## src/rtl/mandelbrot_pixel_collector.sv

```systemverilog
// Consumer for the Mandelbrot engine: issues one run per pixel and packs two 4-bit results per byte into a FWFT FIFO.
// Build option MANDEL_COLLECT_HEADER_EN: push a 0xA5 header byte at the start of every frame.
module mandelbrot_pixel_collector #(
  parameter int WIDTH      = 320,
  parameter int HEIGHT     = 240,
  parameter int FIFO_DEPTH = 4
) (
  input  logic       clk,
  input  logic       reset,
  input  logic       start,
  output logic       busy,
  output logic       frame_done,
  output logic       run,
  input  logic       running,
  input  logic [3:0] ctr_in,
  output logic [7:0] out_data,
  output logic       out_eol,
  output logic       out_eof,
  output logic       out_valid,
  input  logic       out_ready
);

  localparam int XW = (WIDTH > 1) ? $clog2(WIDTH) : 1;
  localparam int YW = (HEIGHT > 1) ? $clog2(HEIGHT) : 1;
  localparam int PW = $clog2(FIFO_DEPTH);
  localparam int CW = PW + 1;

  localparam logic [XW-1:0] X_LAST = XW'(WIDTH - 1);
  localparam logic [YW-1:0] Y_LAST = YW'(HEIGHT - 1);
  localparam logic [CW-1:0] FULL_COUNT = CW'(FIFO_DEPTH);

  typedef enum logic [2:0] {
    IDLE,
    HEADER,
    ISSUE,
    WAIT_START,
    WAIT_DONE,
    DONE
  } state_t;

  state_t state_q, state_d;

  logic [XW-1:0] x_q;
  logic [YW-1:0] y_q;
  logic          half_q;
  logic [3:0]    held_q;

  logic [9:0]    mem [FIFO_DEPTH];
  logic [PW-1:0] wr_ptr, rd_ptr;
  logic [CW-1:0] count;

  logic       has_room;
  logic       capture;
  logic       x_last, y_last;
  logic       pix_push, hdr_push, push, pop;
  logic [9:0] push_word;

  assign has_room = (count < FULL_COUNT);
  assign capture  = (state_q == WAIT_DONE) && !running;
  assign x_last   = (x_q == X_LAST);
  assign y_last   = (y_q == Y_LAST);
  assign pix_push = capture && half_q;

`ifdef MANDEL_COLLECT_HEADER_EN
  assign hdr_push = (state_q == HEADER) && has_room;
`else
  assign hdr_push = 1'b0;
`endif

  assign push      = pix_push || hdr_push;
  assign pop       = out_valid && out_ready;
  assign push_word = hdr_push ? {8'hA5, 2'b00}
                              : {held_q, ctr_in, x_last, x_last && y_last};

  // State register
  always_ff @(posedge clk) begin
    if (reset) state_q <= IDLE;
    else       state_q <= state_d;
  end

  // Next-state logic
  always_comb begin
    state_d = state_q;
    case (state_q)
      IDLE: begin
        if (start) begin
`ifdef MANDEL_COLLECT_HEADER_EN
          state_d = HEADER;
`else
          state_d = ISSUE;
`endif
        end
      end
      HEADER:     if (has_room) state_d = ISSUE;
      ISSUE:      if (has_room) state_d = WAIT_START;
      WAIT_START: if (running)  state_d = WAIT_DONE;
      WAIT_DONE: begin
        if (!running) state_d = (x_last && y_last) ? DONE : ISSUE;
      end
      DONE:       state_d = IDLE;
      default:    state_d = IDLE;
    endcase
  end

  // Outputs decoded from state
  always_comb begin
    busy       = 1'b0;
    frame_done = 1'b0;
    run        = 1'b0;
    case (state_q)
      HEADER, WAIT_START, WAIT_DONE: busy = 1'b1;
      ISSUE: begin
        busy = 1'b1;
        run  = has_room;
      end
      DONE:    frame_done = 1'b1;
      default: ;
    endcase
  end

  // Pixel position and half-byte holding register
  always_ff @(posedge clk) begin
    if (reset) begin
      x_q    <= '0;
      y_q    <= '0;
      half_q <= 1'b0;
      held_q <= 4'h0;
    end else if (state_q == DONE) begin
      x_q    <= '0;
      y_q    <= '0;
      half_q <= 1'b0;
    end else if (capture) begin
      half_q <= ~half_q;
      if (!half_q) held_q <= ctr_in;
      if (x_last) begin
        x_q <= '0;
        y_q <= y_last ? '0 : y_q + YW'(1);
      end else begin
        x_q <= x_q + XW'(1);
      end
    end
  end

  // Output FIFO; ISSUE only proceeds with a free slot, so a push never meets a full FIFO
  always_ff @(posedge clk) begin
    if (reset) begin
      wr_ptr <= '0;
      rd_ptr <= '0;
      count  <= '0;
      for (int i = 0; i < FIFO_DEPTH; i++) mem[i] <= '0;
    end else begin
      if (push) begin
        mem[wr_ptr] <= push_word;
        wr_ptr      <= wr_ptr + PW'(1);
      end
      if (pop) rd_ptr <= rd_ptr + PW'(1);
      case ({push, pop})
        2'b10:   count <= count + CW'(1);
        2'b01:   count <= count - CW'(1);
        default: count <= count;
      endcase
    end
  end

  assign out_valid = (count != '0);
  assign {out_data, out_eol, out_eof} = out_valid ? mem[rd_ptr] : 10'h000;

endmodule

```

## config.mk

```make
export PLATFORM = sky130hd
export DESIGN_NAME = mandelbrot_pixel_collector
export DESIGN_NICKNAME = d
export VERILOG_FILES = /design/src/rtl/mandelbrot_pixel_collector.sv
export SDC_FILE = /design/constraint.sdc
export NUM_CORES = 1
export LEC_CHECK = 0
export BUFFER_PORTS_ARGS = -buffer_cell sky130_fd_sc_hd__buf_2
export CAP_MARGIN = 20
export CORE_UTILIZATION = 50
export CTS_BUF_LIST = sky130_fd_sc_hd__clkbuf_8 sky130_fd_sc_hd__clkbuf_16
export DETAILED_ROUTE_END_ITERATION = 7
export GPL_ROUTABILITY_DRIVEN = 0
export PLACE_DENSITY = 0.77
export SYNTH_ARGS = -nofsm -noshare
export SYNTH_HDL_FRONTEND = slang
export SYNTH_SLANG_ARGS = --single-unit
```

## constraint.sdc

```tcl
create_clock -name clk -period 2.8 [get_ports clk]
set_clock_uncertainty 0.15 [all_clocks]
set_input_delay 0.56 -clock clk [delete_from_list [all_inputs] [get_ports clk]]
set_output_delay 0.56 -clock clk [all_outputs]
set_load 0.02 [all_outputs]
```

; Yosys cells after proc, flatten, opt, wreduce, memory -nomap -nowiden
; Memories as Yosys holds them, arrays and structs flattened. A register that Yosys moved wholly into a read port is not among the register bits.
; Cells that the tools add are included.
[totals]
memories = 1
ramBits = 40
out_inout_bits = 14
regBits = 32
[op_classes]
reduce_logical = 14
n_mux = 24
n_eq_ne = 14
magnitude_cmp = 1
n_addsub = 6
bitwise = 2
[memory_table]
columns = memory, depth, word_bits, read_ports, rd_ports_with_merged_regs, write_ports, line_no
row1 = mem, 4, 10, 1, 1, 4, 48  ; logic [9:0] mem [FIFO_DEPTH];
[op_table]
columns = operator, count
row1 = two-way mux 10 bit, 2
row2 = two-way mux 3 bit, 6
row3 = case mux 3 bit (5 select lines), 1
row4 = "!= test 2 bit, second input constant", 5
row5 = OR reduction 10 bit, 1
row6 = "adder 9 x 1 -> 9 bit, second input constant", 1
row7 = "equality test 9 bit, second input constant", 1
row8 = two-way mux 1 bit, 9
row9 = two-way mux 9 bit, 1
row10 = "adder 8 x 1 -> 8 bit, second input constant", 1
row11 = "equality test 8 bit, second input constant", 1
row12 = two-way mux 8 bit, 1
row13 = "equality test 3 x 2 -> 1 bit, second input constant", 2
row14 = "equality test 3 bit, second input constant", 2
row15 = two-way mux 2 bit, 3
row16 = case mux 3 bit (2 select lines), 1
row17 = AND reduction 5 bit, 1
row18 = "adder 2 x 1 -> 2 bit, second input constant", 2
row19 = logical AND 1 bit, 4
row20 = OR reduction 4 bit, 1
row21 = "adder 3 x 1 -> 3 bit, second input constant", 1
row22 = "equality test 3 x 1 -> 1 bit, second input constant", 1
row23 = zero test 3 bit, 1
row24 = "< comparator 3 bit, second input constant", 1
row25 = other kinds (10), 11

; Longest topological paths before layout
[depth]
depth_word = 8
mapped_depth = 9
mapped_depth_nobuf = 8

; Worst setup path after synthesis
; Ideal clock, no wire load.
[synth_timing]
path_type = in2reg
startpoint = input port running
endpoint = register count[2]
path_slack_ps = 326
stages = 9
n_path_buf = 1
t_arrival_ps = 2254
path_cell_list = nor4b_4 clkbuf_1 nand2_1 ha_1 inv_1 fa_1 xor2_1 or3_1 a21oi_1
[synth_between]
elab_chain_len = 5
word_cells_on_any_way = 7
classes_between = eq/ne: 2 / mux: 1 / reduce/logical: 4
[synth_lines]
columns = element, line_no
row1 = "start, declared", 14  ; input logic running,
row2 = zero test 1 bit *, --
row3 = logical AND 1 bit *, 59  ; assign capture = (state_q == WAIT_DONE) && !running;
row4 = logical AND 1 bit *, 62  ; assign pix_push = capture && half_q;
row5 = equality test 2 x 1 -> 1 bit / equality test 2 bit (equally long branches), 157  ; case ({push, pop})
row6 = case mux 3 bit (2 select lines) / nonzero test 2 bit (equally long branches), --
row7 = "end signal, assigned", 158  ; 2'b10: count <= count + CW'(1);
row8 = "end signal, assigned", 159  ; 2'b01: count <= count - CW'(1);
row9 = "end signal, assigned", 160  ; default: count <= count;
row10 = "end, declared", 50  ; logic [CW-1:0] count;
; Every way passes the cells marked *; elsewhere a longest branch is shown, timed or not.
; A chain may end at the register's enable or synchronous reset.

==> out/summary.txt <==
CLOCKING
--------------------------------------------------------------------------------------------------------
# Post-CTS Setup Buffers                                                                               0
Post-CTS clock slew at the launch and capture registers of the worst setup and hold paths        0.07 ns
Number of hold-repair buffers added at the cts stage                                                   0
CTS Buf Count                                                                                          9
TritonCTS clock tree                                                                               built
CTS resizes                                                                                            0
Latest clock arrival within the worst-skew pair                                                  0.34 ns
Sinks on the clock net                                                                                74
Number of H-tree levels                                                                                3
CTS root buffer                                                                             sky130_fd_sc_hd__clkbuf_8
Maximum count of clock buffers along a single path                                                     2

RUN STATUS
--------------------------------------------------------------------------------------------------------
Run status                                                                                  finished, violations left
Violated checks                                                                             design-rule violations

CELLS AND AREA
--------------------------------------------------------------------------------------------------------
Area grow syn2layout                                                                               11.6%
Layout cells sized above 1                                                                         17.7%
# diodes                                                                                               0
Total area of multi-input combinational cells                                               0.00142 sq mm
FILL cells                                                                                           523
Register Area                                                                               0.00188 sq mm
Layout Nets                                                                                          353

YOSYS
--------------------------------------------------------------------------------------------------------
Synth Cell Area                                                                             0.00342 sq mm
Library cell occupying the most area in the post-synthesis netlist                          sky130_fd_sc_hd__edfxtp_1
Area share of the leading cell type in the synthesized netlist                                     35.1%
Flop and latch count out of synthesis                                                                 74
Synthesized netlist net count                                                                        327
EDFF count, synth                                                                                     40
Main synth FF type                                                                          sky130_fd_sc_hd__edfxtp_1
Leading cell types by count after synthesis                                                 sky130_fd_sc_hd__nor2_1 (41), sky130_fd_sc_hd__edfxtp_1 (40), sky130_fd_sc_hd__dfxtp_1 (34)
Number of distinct library cells after synthesis                                                      45
Avg Synthesized Cell Area                                                                     10.9 sq um
Sequential fraction of the synthesis area                                                          55.0%
Yosys Warn Count                                                                                       0
Top cells by area in the synthesized netlist                                                sky130_fd_sc_hd__edfxtp_1 (35%), sky130_fd_sc_hd__dfxtp_1 (20%), sky130_fd_sc_hd__mux4_2 (6.6%), sky130_fd_sc_hd__nor2_1 (4.5%), sky130_fd_sc_hd__and2_1 (3.5%)
Most common cell in the synthesized netlist                                                 sky130_fd_sc_hd__nor2_1
Synth Instances                                                                                      314
Post-synthesis async set-or-reset flop share                                                          0%

POWER AND IR DROP
--------------------------------------------------------------------------------------------------------
Total power density per cell area                                                            554 mW/mm^2
Internal                                                                                         1.63 mW
Net switching fraction of the power                                                                23.2%
Leakage power of the design                                                                      1.41 nW
Combinational cell fraction of total power                                                          5.6%
Flop pwr share                                                                                     56.2%
Worst vdd rail ir drop                                                                            348 uV
Post-layout total power                                                                          2.12 mW
Share of total power in the clock network                                                          38.1%
Net load switching power                                                                        0.491 mW

ROUTE
--------------------------------------------------------------------------------------------------------
Number of vias per cell after detailed routing                                                      5.68
Remaining antenna violation count after routing                                                        0
Final Routed Wirelength                                                                          6500 um
# DRC                                                                                                  3
Wire per inst                                                                                    15.4 um
Vias post-DR                                                                                        2399
First-pass DRT Iterations                                                                              7
Initial DRC Count                                                                                    146

WORST SETUP PATH
--------------------------------------------------------------------------------------------------------
Ordered cell list for the critical path                                                     buf_4 > mux4_2 > and2_1 > buf_2
Delay of the slowest cell on the worst path                                                      0.53 ns
Endpoint kind of the worst setup timing path                                                 output port
Slowest CP cell                                                                             sky130_fd_sc_hd__mux4_2
Worst setup path class                                                                      register to output port
CP arrival                                                                                       1.75 ns
Highest fanout seen on the critical path                                                              10
Worst path required time                                                                         2.09 ns
Worst R2R Start                                                                             state_q[0]$_SDFFE_PP0P_
Worst Setup Start Kind                                                                          register

FLOORPLAN
--------------------------------------------------------------------------------------------------------
Die Footprint                                                                               0.00718 sq mm
Row count                                                                                             29
Y dimension of the die                                                                           84.8 um
I/O pin count                                                                                         23
Initial core utilization                                                                           52.7%
Width of the die                                                                                 84.8 um
Standard cell core area                                                                     0.00649 sq mm

STA
--------------------------------------------------------------------------------------------------------
Tightest Pin Transition                                                                         0.678 ns
Final TNS setup                                                                                     0 ns
RSZ-0062 raised after global routing                                                               false
Pins over their slew limit                                                                             0
Final Critical Period                                                                            2.46 ns
Hold Violations, Final                                                                                 0
Final Cycle Share                                                                                  87.7%
Fmax                                                                                           0.407 GHz
Setup Viol. Count Final                                                                                0
Slew margin rel.                                                                                   53.6%

GLOBAL ROUTE
--------------------------------------------------------------------------------------------------------
Maximum number of pins on one net before global-route repair                                          24
Global-route wire length before repair                                                          11000 um
GRT overflow                                                                                           0
Total global routing track utilization                                                             20.0%
Number of global-route vias before repair                                                           2398
Number of antenna violations at the first check in global routing                                      0

FLOW RUN
--------------------------------------------------------------------------------------------------------
Count of maximum capacitance violations                                                                0

WORST HOLD PATH
--------------------------------------------------------------------------------------------------------
Type of the worst min-delay path                                                            register to register
HP Start                                                                                    y_q[1]$_SDFFE_PP0P_

PLACE
--------------------------------------------------------------------------------------------------------
Detailed placement HPWL                                                                          4590 um
Count of buffers inserted at the top-level ports                                                      22

## power by group through the flow
stage / Clock (mW) / Combinational (mW) / Sequential (mW)
finish: 0.808 / 0.119 / 1.19
CTS: 0.815 / 0.120 / 1.19
floorplan: 0 / 0.0945 / 1.21
global placement: 0 / 0.119 / 1.22
global route: 0.859 / 0.132 / 1.20
detailed placement: 0 / 0.120 / 1.22
## cell families (layout without fill, tap and decap cells)
kind of cell | count (synthesis) | in the layout | share of synthesized area [%]
AO/OA/AOI/OAI | 44 | 44 | 8.04
multiplexers | 10 | 10 | 6.58
AND/OR/NAND/NOR | 136 | 136 | 21.2
XOR/XNOR | 15 | 15 | 3.84
flip-flops | 74 | 74 | 55.0
adder cells (fa/ha/maj) | 4 | 4 | 1.68
buffers and inverters | 31 | 62 | 3.73
## registers in the layout, indices dropped and copies added (netlist names), named ones only
signal / cells
held_q: 4
half_q: 1
state_q: 3
y_q: 8
count: 3
wr_ptr: 2
rd_ptr: 2
x_q: 9
mem: 40
## per-stage QoR
| step | instances | instance area (sq um) | worst slack, ns | hold slack, ns | utilization [%] |
|---|---|---|---|---|---|
| global placement | 406 | 3630 | 0.474 | 0.302 | 55.8 |
| floorplan | 314 | 3420 | 0.326 | 0.294 | - |
| CTS | 422 | 3820 | 0.306 | 0.319 | 58.9 |
| global route | 422 | 3820 | 0.276 | 0.338 | 58.9 |
| detailed placement | 406 | 3630 | 0.416 | 0.309 | 55.8 |
| finish | 422 | 3820 | 0.344 | 0.319 | 58.9 |
## cell type report
type,instances,area share (%)
inverter,15,1.47
clock buffer,9,3.24
timing repair buffer,31,4.65
clock inverter,7,1.87
tap,77,2.52
sequential,74,49.2
multi-input combinational,209,37.0
## worst max-delay path: cells and delay by family (launching register included)
family,cells,cell delay [ns]
buffers and inverters,2,0.39
flip-flops,1,0.32
multiplexers,1,0.53
AND/OR/NAND/NOR,1,0.17
## layout by cell type, fill, tap and decap left out, types with 2 or more instances in the layout
cell	synthesis	final
sky130_fd_sc_hd__a211oi_1	3	3
sky130_fd_sc_hd__a21oi_1	17	17
sky130_fd_sc_hd__a311oi_1	2	2
sky130_fd_sc_hd__a31oi_1	2	2
sky130_fd_sc_hd__a41oi_1	2	2
sky130_fd_sc_hd__and2_1	19	19
sky130_fd_sc_hd__and3_1	6	6
sky130_fd_sc_hd__buf_2	3	22
sky130_fd_sc_hd__buf_4	0	9
sky130_fd_sc_hd__clkbuf_8	0	9
sky130_fd_sc_hd__clkinvlp_4	0	2
sky130_fd_sc_hd__dfxtp_1	34	34
sky130_fd_sc_hd__edfxtp_1	40	40
sky130_fd_sc_hd__ha_1	3	3
sky130_fd_sc_hd__inv_1	15	16
sky130_fd_sc_hd__mux4_2	10	10
sky130_fd_sc_hd__nand2_1	24	24
sky130_fd_sc_hd__nand2b_1	5	5
sky130_fd_sc_hd__nand3_1	6	6
sky130_fd_sc_hd__nand3b_1	3	3
sky130_fd_sc_hd__nand4_1	5	5
sky130_fd_sc_hd__nor2_1	41	41
sky130_fd_sc_hd__nor2b_1	3	3
sky130_fd_sc_hd__nor3_1	7	7
sky130_fd_sc_hd__nor4_1	4	4
sky130_fd_sc_hd__o21ai_0	9	9
sky130_fd_sc_hd__o21bai_1	3	3
sky130_fd_sc_hd__or3_1	5	5
sky130_fd_sc_hd__xnor2_1	4	4
sky130_fd_sc_hd__xor2_1	11	11
## layer usage
layer  up-vias  routed length (um)  part of all wire (%)  track usage [%]
met5         -                   0                     0                0
met1      1157                2790                    43             23.8
met4         0                 105                   1.6             7.86
li1       1171                   -                     -                -
met2        61                3330                    51             36.1
met3        10                 266                   4.1             3.34
## path summary, 6_finish.rpt
path                                              end  depth (start not counted)  slack (ns)
worst min register to register    y_q[1]$_SDFFE_PP0P_                          2        0.32
worst max register to register  count[2]$_SDFFE_PP0P_                          8        0.55
worst min-delay path              y_q[1]$_SDFFE_PP0P_                          2        0.32
worst max-delay path                          out_eol                          4        0.34
No activity file was read; power rests on OpenSTA's default activity.
